## src/rtl/bp_pkg.sv

```systemverilog
// Shared definitions for the gshare branch predictor.
//   bp_state_e : predictor FSM states (table sweep, normal operation)
//   weak_nt    : weakly-not-taken counter value for a given counter width
//   sat_inc    : increment that sticks at max_v
//   sat_dec    : decrement that sticks at zero
package bp_pkg;

  typedef enum logic [0:0] {
    BP_INIT = 1'b0,
    BP_RUN  = 1'b1
  } bp_state_e;

  function automatic int weak_nt(input int ctr_w);
    return (1 << (ctr_w - 1)) - 1;
  endfunction

  function automatic int sat_inc(input int v, input int max_v);
    return (v >= max_v) ? max_v : v + 1;
  endfunction

  function automatic int sat_dec(input int v);
    return (v <= 0) ? 0 : v - 1;
  endfunction

endpackage

```

## src/rtl/bp_gshare_predictor_if.sv

```systemverilog
// Predict/update bus of the gshare predictor.
//   master : fetch/resolve side (drives pred_* requests and upd_* resolutions)
//   slave  : predictor side (drives ready, prediction, pred_ptr, success flags,
//            ghr and statistics counters)
interface bp_gshare_predictor_if #(
  parameter int IDX_W  = 4,
  parameter int HIST_W = 4,
  parameter int STAT_W = 16
);
  logic              ready;
  logic              pred_valid;
  logic [IDX_W-1:0]  pred_index;
  logic              prediction;
  logic [IDX_W-1:0]  pred_ptr;
  logic              upd_valid;
  logic [IDX_W-1:0]  upd_ptr;
  logic              upd_outcome;
  logic              upd_pred;
  logic              success;
  logic              success_valid;
  logic              mispredict;
  logic [HIST_W-1:0] ghr;
  logic [STAT_W-1:0] stat_upd_cnt;
  logic [STAT_W-1:0] stat_hit_cnt;

  modport master (
    input  ready, prediction, pred_ptr, success, success_valid, mispredict,
           ghr, stat_upd_cnt, stat_hit_cnt,
    output pred_valid, pred_index, upd_valid, upd_ptr, upd_outcome, upd_pred
  );

  modport slave (
    output ready, prediction, pred_ptr, success, success_valid, mispredict,
           ghr, stat_upd_cnt, stat_hit_cnt,
    input  pred_valid, pred_index, upd_valid, upd_ptr, upd_outcome, upd_pred
  );
endinterface

```

## src/rtl/bp_sat_ctr.sv

```systemverilog
// One pattern-history-table entry: CTR_W-bit saturating counter.
//   clk      : clock
//   load     : write load_val (table initialisation), highest priority
//   load_val : value written on load
//   inc/dec  : saturating step up / down
//   msb      : counter MSB = taken prediction
// The table is rewritten by the predictor's sweep after every reset, so the
// counter itself carries no reset.
module bp_sat_ctr
  import bp_pkg::*;
#(
  parameter int CTR_W = 2
) (
  input  logic             clk,
  input  logic             load,
  input  logic [CTR_W-1:0] load_val,
  input  logic             inc,
  input  logic             dec,
  output logic             msb
);

  localparam int CTR_MAX = (1 << CTR_W) - 1;

  logic [CTR_W-1:0] ctr_reg;

  always_ff @(posedge clk) begin
    if (load) begin
      ctr_reg <= load_val;
    end else if (inc) begin
      ctr_reg <= CTR_W'(sat_inc(int'(ctr_reg), CTR_MAX));
    end else if (dec) begin
      ctr_reg <= CTR_W'(sat_dec(int'(ctr_reg)));
    end
  end

  assign msb = ctr_reg[CTR_W-1];

endmodule

```

## src/rtl/bp_gshare_predictor.sv

```systemverilog
// Gshare branch predictor: PHT of saturating counters indexed by
// branch index XOR zero-extended global history.
//   clk   : clock
//   reset : synchronous, active-high; restarts the table sweep
//   bus   : slave side of bp_gshare_predictor_if (predict request/response,
//           update/resolution, success flags, ghr, statistics)
// After reset the FSM writes one entry per cycle with weakly-not-taken, then
// accepts requests (ready=1). Predictions are registered (latency 1) and read
// the table and history as they were before any same-cycle update.
// Optional feature: define PRED_STATS_EN to get saturating counts of accepted
// updates and successful updates; otherwise both outputs are tied to zero.
module bp_gshare_predictor
  import bp_pkg::*;
#(
  parameter int IDX_W  = 4,
  parameter int HIST_W = 4,
  parameter int CTR_W  = 2,
  parameter int STAT_W = 16
) (
  input  logic                  clk,
  input  logic                  reset,
  bp_gshare_predictor_if.slave  bus
);

  localparam int PHT_D = 1 << IDX_W;
  localparam logic [0:0] ST_INIT = 1'(BP_INIT);
  localparam logic [0:0] ST_RUN  = 1'(BP_RUN);
  localparam logic [CTR_W-1:0] WEAK_NT = CTR_W'(weak_nt(CTR_W));

  logic [0:0]        state_reg;
  logic [IDX_W-1:0]  sweep_reg;
  logic [HIST_W-1:0] ghr_reg;
  logic [HIST_W-1:0] ghr_next;
  logic              prediction_reg;
  logic [IDX_W-1:0]  pred_ptr_reg;
  logic              success_reg;
  logic              success_valid_reg;

  logic              running;
  logic              pred_fire;
  logic              upd_fire;
  logic [IDX_W-1:0]  pred_ptr_next;
  logic [PHT_D-1:0]  msb_vec;

  assign running       = (state_reg == ST_RUN);
  assign pred_fire     = running & bus.pred_valid;
  assign upd_fire      = running & bus.upd_valid;
  assign pred_ptr_next = bus.pred_index ^ IDX_W'(ghr_reg);

  // History shift; a 1-bit history simply holds the latest outcome.
  generate
    if (HIST_W == 1) begin : g_ghr_one
      assign ghr_next = bus.upd_outcome;
    end else begin : g_ghr_shift
      assign ghr_next = {ghr_reg[HIST_W-2:0], bus.upd_outcome};
    end
  endgenerate

  // Pattern history table. The sweep owns the write port during INIT; in RUN
  // only the entry addressed by upd_ptr moves.
  generate
    for (genvar gi = 0; gi < PHT_D; gi++) begin : g_pht
      logic hit;
      assign hit = upd_fire && (bus.upd_ptr == IDX_W'(gi));
      bp_sat_ctr #(.CTR_W(CTR_W)) u_ctr (
        .clk      (clk),
        .load     (!running && (sweep_reg == IDX_W'(gi))),
        .load_val (WEAK_NT),
        .inc      (hit & bus.upd_outcome),
        .dec      (hit & ~bus.upd_outcome),
        .msb      (msb_vec[gi])
      );
    end
  endgenerate

  always_ff @(posedge clk) begin
    if (reset) begin
      state_reg         <= ST_INIT;
      sweep_reg         <= '0;
      ghr_reg           <= '0;
      prediction_reg    <= 1'b0;
      pred_ptr_reg      <= '0;
      success_reg       <= 1'b0;
      success_valid_reg <= 1'b0;
    end else begin
      if (!running) begin
        sweep_reg <= sweep_reg + IDX_W'(1);
        if (sweep_reg == {IDX_W{1'b1}}) begin
          state_reg <= ST_RUN;
        end
      end
      if (pred_fire) begin
        prediction_reg <= msb_vec[pred_ptr_next];
        pred_ptr_reg   <= pred_ptr_next;
      end
      if (upd_fire) begin
        ghr_reg <= ghr_next;
      end
      success_valid_reg <= upd_fire;
      success_reg       <= upd_fire && (bus.upd_pred == bus.upd_outcome);
    end
  end

  assign bus.ready         = running;
  assign bus.prediction    = prediction_reg;
  assign bus.pred_ptr      = pred_ptr_reg;
  assign bus.ghr           = ghr_reg;
  assign bus.success       = success_reg;
  assign bus.success_valid = success_valid_reg;
  assign bus.mispredict    = success_valid_reg & ~success_reg;

`ifdef PRED_STATS_EN
  logic [STAT_W-1:0] stat_upd_reg;
  logic [STAT_W-1:0] stat_hit_reg;

  always_ff @(posedge clk) begin
    if (reset) begin
      stat_upd_reg <= '0;
      stat_hit_reg <= '0;
    end else if (upd_fire) begin
      if (stat_upd_reg != {STAT_W{1'b1}}) begin
        stat_upd_reg <= stat_upd_reg + STAT_W'(1);
      end
      if ((bus.upd_pred == bus.upd_outcome) && (stat_hit_reg != {STAT_W{1'b1}})) begin
        stat_hit_reg <= stat_hit_reg + STAT_W'(1);
      end
    end
  end

  assign bus.stat_upd_cnt = stat_upd_reg;
  assign bus.stat_hit_cnt = stat_hit_reg;
`else
  assign bus.stat_upd_cnt = {STAT_W{1'b0}};
  assign bus.stat_hit_cnt = {STAT_W{1'b0}};
`endif

endmodule

```

## src/flat_wrapper.sv

```systemverilog
// flat-port wrapper written by rule: the top's interface ports become plain ports
module bp_gshare_predictor_flat import bp_pkg::*;
#(
  parameter int IDX_W  = 4,
  parameter int HIST_W = 4,
  parameter int CTR_W  = 2,
  parameter int STAT_W = 16
)
  (clk, reset, bus_ready, bus_prediction, bus_pred_ptr, bus_success, bus_success_valid, bus_mispredict, bus_ghr, bus_stat_upd_cnt, bus_stat_hit_cnt, bus_pred_valid, bus_pred_index, bus_upd_valid, bus_upd_ptr, bus_upd_outcome, bus_upd_pred);
  bp_gshare_predictor_if #(.IDX_W(IDX_W), .HIST_W(HIST_W), .STAT_W(STAT_W)) bus_i ();
  input  logic clk;
  input  logic reset;
  output wire logic [$bits(bus_i.ready)-1:0] bus_ready;
  output wire logic [$bits(bus_i.prediction)-1:0] bus_prediction;
  output wire logic [$bits(bus_i.pred_ptr)-1:0] bus_pred_ptr;
  output wire logic [$bits(bus_i.success)-1:0] bus_success;
  output wire logic [$bits(bus_i.success_valid)-1:0] bus_success_valid;
  output wire logic [$bits(bus_i.mispredict)-1:0] bus_mispredict;
  output wire logic [$bits(bus_i.ghr)-1:0] bus_ghr;
  output wire logic [$bits(bus_i.stat_upd_cnt)-1:0] bus_stat_upd_cnt;
  output wire logic [$bits(bus_i.stat_hit_cnt)-1:0] bus_stat_hit_cnt;
  input wire logic [$bits(bus_i.pred_valid)-1:0] bus_pred_valid;
  input wire logic [$bits(bus_i.pred_index)-1:0] bus_pred_index;
  input wire logic [$bits(bus_i.upd_valid)-1:0] bus_upd_valid;
  input wire logic [$bits(bus_i.upd_ptr)-1:0] bus_upd_ptr;
  input wire logic [$bits(bus_i.upd_outcome)-1:0] bus_upd_outcome;
  input wire logic [$bits(bus_i.upd_pred)-1:0] bus_upd_pred;
  assign bus_ready = bus_i.ready;
  assign bus_prediction = bus_i.prediction;
  assign bus_pred_ptr = bus_i.pred_ptr;
  assign bus_success = bus_i.success;
  assign bus_success_valid = bus_i.success_valid;
  assign bus_mispredict = bus_i.mispredict;
  assign bus_ghr = bus_i.ghr;
  assign bus_stat_upd_cnt = bus_i.stat_upd_cnt;
  assign bus_stat_hit_cnt = bus_i.stat_hit_cnt;
  assign bus_i.pred_valid = bus_pred_valid;
  assign bus_i.pred_index = bus_pred_index;
  assign bus_i.upd_valid = bus_upd_valid;
  assign bus_i.upd_ptr = bus_upd_ptr;
  assign bus_i.upd_outcome = bus_upd_outcome;
  assign bus_i.upd_pred = bus_upd_pred;
  bp_gshare_predictor #(.IDX_W(IDX_W), .HIST_W(HIST_W), .CTR_W(CTR_W), .STAT_W(STAT_W)) u_core (.clk(clk), .reset(reset), .bus(bus_i));
endmodule
```

## config.mk

```make
export PLATFORM = sky130hd
export DESIGN_NAME = bp_gshare_predictor_flat
export DESIGN_NICKNAME = d
export VERILOG_FILES = /design/src/rtl/bp_pkg.sv /design/src/rtl/bp_gshare_predictor_if.sv /design/src/rtl/bp_sat_ctr.sv /design/src/rtl/bp_gshare_predictor.sv /design/src/flat_wrapper.sv
export SDC_FILE = /design/constraint.sdc
export NUM_CORES = 1
export LEC_CHECK = 0
export ABC_AREA = 1
export CORE_MARGIN = 2
export CORE_UTILIZATION = 51
export CTS_CLUSTER_DIAMETER = 150
export CTS_CLUSTER_SIZE = 8
export DETAILED_ROUTE_END_ITERATION = 7
export GPL_ROUTABILITY_DRIVEN = 0
export PLACE_DENSITY = 0.8
export SYNTH_ARGS = -nofsm -noshare
export SYNTH_HDL_FRONTEND = slang
export SYNTH_SLANG_ARGS = --single-unit
```

## constraint.sdc

```tcl
create_clock -name clk -period 1.61 [get_ports clk]
set_input_delay 0.161 -clock clk [delete_from_list [all_inputs] [get_ports clk]]
set_output_delay 0.161 -clock clk [all_outputs]
set_load 0.03 [all_outputs]
```

==> flow_summary_export.csv <==
group,metric,value,unit
layout,drive_gt1_share,7.174,%
status,status,"complete, no violations",
min_path,hold_path_depth,2,
yosys,synth-main-ff-cell,"dfxtp_1",
drt,antenna_left,0,
cts,clock_sinks,48,
critical_path,timing.rr.start,"u_core.bus.ghr[0]$_SDFFE_PP0N_",
drt,drt-pass1-iter-count,5,
critical_path,worst_r2r_path_depth,10,
min_path,hp-class,"reg2reg",
layout,final_area,3219,um^2
die,chipWidth,78.18,um
min_path,holdCritStartpoint,"u_core.g_pht[1].u_ctr.ctr_reg[0]$_SDFFE_PP1P_",
power_and_ir_drop,p_leak,0.001488,uW
timing,hold_violations,0,
placed_design,placed_area,3120,um^2
layout,layout.nets,477,
drt,avgViaCountPerCell,4.957,
layout,nFillCells,507,
power_and_ir_drop,p_switching,726.5,uW
critical_path,slowest_delay,700,ps
global_routing,track_usage,21.66,%
power_and_ir_drop,power.share.clock,31.4,%
critical_path,end_kind,"output pin",
critical_path,path_class,"reg2out",
cts,post_cts_buffers,0,
yosys,syn_area_per_cell,6.698,um^2
yosys,synth_cell_types,30,
critical_path,worst_r2r_endpoint,"u_core.bus.prediction$_SDFFE_PP0P_",
drt,wl_per_cell,11.75,um
placed_design,io_buffers,26,
critical_path,worst-endpoint-arrival,1400,ps
die,rows,27,
die,core-area,5405,um^2
timing,fin_skew,6.937,ps
global_routing,grt_pass1_vias,2380,
min_path,hold_path_end,"u_core.g_pht[1].u_ctr.ctr_reg[0]$_SDFFE_PP1P_",
yosys,async_reset_ff_share,0,%
drt,drc,0,
power_and_ir_drop,p_int,1718,uW
yosys,synthesis.area,2806,um^2
yosys,ys_warn_count,0,
critical_path,r2r_slack,230,ps
critical_path,cp_data_required_time,1450,ps
die,dieArea,6112,um^2
cts,cts_root_buf,"clkbuf_8",
timing,maxSlewViolCount,0,
cts,clockBufferDepth,2,
die,die_h,78.18,um
critical_path,cp_slowest_cell,"clkdlybuf4s50_1",
die,ios,59,
global_routing,grt_max_degree,35,
critical_path,crit_start,"u_core.bus.ghr[0]$_SDFFE_PP0N_",
timing,fin_crit_sh,97.03,%
timing,final-setup-viol-count,0,
drt,drtIter0Drc,185,
global_routing,overflow,0,
power_and_ir_drop,power_frac_seq,52.9,%
layout,largest_register_ff_count,32,
timing,fmax,640.1,MHz
critical_path,critPathLaunchType,"register",
run,drv_cap,0,
global_routing,antenna_found_initial,0,
timing,rsz0062_at_grt,"no",
cts,h-tree-depth,2,
layout,antenna_cells,0,
timing,min_period,1562,ps
cts,path_clk_slew,90,ps
drt,wirelength,6251,um
cts,clock_latency,310,ps
power_and_ir_drop,p_sw_share,29.72,%
critical_path,crit_family,"buffers and inverters",
placed_design,dp_hpwl,4878,um
critical_path,crit_chain,"clkdlybuf4s50_1",
drt,vias,2637,
yosys,netlist_instances,419,
yosys,seq_area_frac_synth,34.24,%
yosys,synth_edf_count,0,
power_and_ir_drop,power_density,759.3,nW/um^2
critical_path,crit_buf_inv,1,
global_routing,grt_pass1_wl,10610,um
timing,whs,467.3,ps
cts,cts_tree,"done",
power_and_ir_drop,ir_drop,440.6,uV
die,initial_core_util,51.92,%
yosys,synth_seq_cells,48,
layout,syn_to_final_growth,14.71,%
cts,cts_made_buffers,5,
power_and_ir_drop,combPwrFrac,15.7,%
critical_path,path_max_fanout,4,
-- per-stage QoR --
| step | setup TNS (ps) | setup slack, ps | power, uW | util, % | instances |
|---|---|---|---|---|---|
| finish | 0 | 47.84 | 2444 | 59.56 | 532 |
| global route | 0 | 13.89 | 2564 | 59.56 | 532 |
| CTS | 0 | 7.501 | 2456 | 59.44 | 532 |
| detailed placement | -93.29 | -54.04 | 1699 | 57.73 | 524 |
| global placement | 0 | 30.77 | 1685 | 57.73 | 524 |
| floorplan | 0 | 166.2 | 1642 | - | 450 |
-- layout by cell type, fill, tap and decap left out, drive strengths merged --
cell           instances
buf                   15
inv                   56
maj3                   2
xnor2                  2
clkinv                 1
o21ai                 42
dlygate4sd2            1
a21oi                 38
nand3                 26
clkdlybuf4s50         23
o211ai                 1
nand2                 82
nor2                  54
conb                  32
o221ai                 1
o21a                   1
dlymetal6s2s           2
nand3b                13
dfxtp                 48
ha                     4
clkbuf                 7
o2111ai                1
nor3                   4
clkinvlp               1
xor2                   3
-- area by class of cell --
| class | instances | area, um^2 | area share, % |
|---|---|---|---|
| timing repair buffer | 41 | 389.1 | 12.09 |
| multi-input combinational | 306 | 1470 | 45.67 |
| inverter | 57 | 214.0 | 6.646 |
| clock inverter | 1 | 7.507 | 0.2332 |
| sequential | 48 | 962.2 | 29.89 |
| clock buffer | 7 | 86.33 | 2.682 |
| tap | 72 | 90.09 | 2.798 |
-- metal layers --
layer	vias to the layer above	global-route usage (%)	part of all wire [%]
li1	1360	-	-
met1	1212	26.42	45
met2	56	36.64	50
met3	9	4.943	3.2
met4	0	9.298	1.7
met5	-	0	0
-- logic make-up after synthesis --
family	Yosys count	share of synthesized area [%]
simple gates	179	28.62
buf+inv	96	17.52
compound gates	84	15.43
flops	48	34.24
fa+ha+maj	6	2.497
xor+xnor	5	1.561
other cells	1	0.1336
-- repair_timing --
item,4_1_cts,5_1_grt
hold buffers,0,0
gates resized for setup,1,3
pin swaps,0,0
endpoints found under the setup margin,1,4
-- cells in the mapped netlist (2+ instances only) --
cell type / n / area, um^2
buf_2: 3 / 15.01
nand3_1: 25 / 125.1
nor2_2: 3 / 18.77
nor3_1: 2 / 10.01
nor3_4: 2 / 32.53
nor2_1: 50 / 187.7
clkbuf_1: 3 / 11.26
xnor2_1: 2 / 17.52
buf_4: 32 / 240.2
dfxtp_1: 48 / 960.9
o21ai_1: 5 / 25.02
nand3b_1: 13 / 97.59
maj3_1: 2 / 20.02
inv_2: 2 / 7.510
nand2_1: 81 / 304.0
inv_1: 54 / 202.7
o21ai_0: 37 / 185.2
a21oi_1: 38 / 190.2
ha_1: 4 / 50.05
xor2_1: 3 / 26.28
-- worst max-delay path by stage --
stage | to | slack [ps] | depth (start not counted)
floorplan | u_core.g_pht[7].u_ctr.ctr_reg[1]$_SDFFE_PP0P_ | 170 | 7
global placement | u_core.g_pht[2].u_ctr.ctr_reg[1]$_SDFFE_PP0P_ | 30 | 9
detailed placement | u_core.g_pht[2].u_ctr.ctr_reg[1]$_SDFFE_PP0P_ | -50 | 9
CTS | bus_ghr[1] | 8 | 1
global route | bus_ghr[0] | 10 | 1
finish | bus_ghr[0] | 50 | 1
-- power groups by stage --
stage	logic, uW	clock network, uW	registers [uW]
final	384	767	1290
after global routing	426	836	1300
after CTS	383	782	1290
after detailed placement	381	0	1320
after global placement	370	0	1310
after floorplan	336	0	1310
No activity file was read; power rests on OpenSTA's default activity.
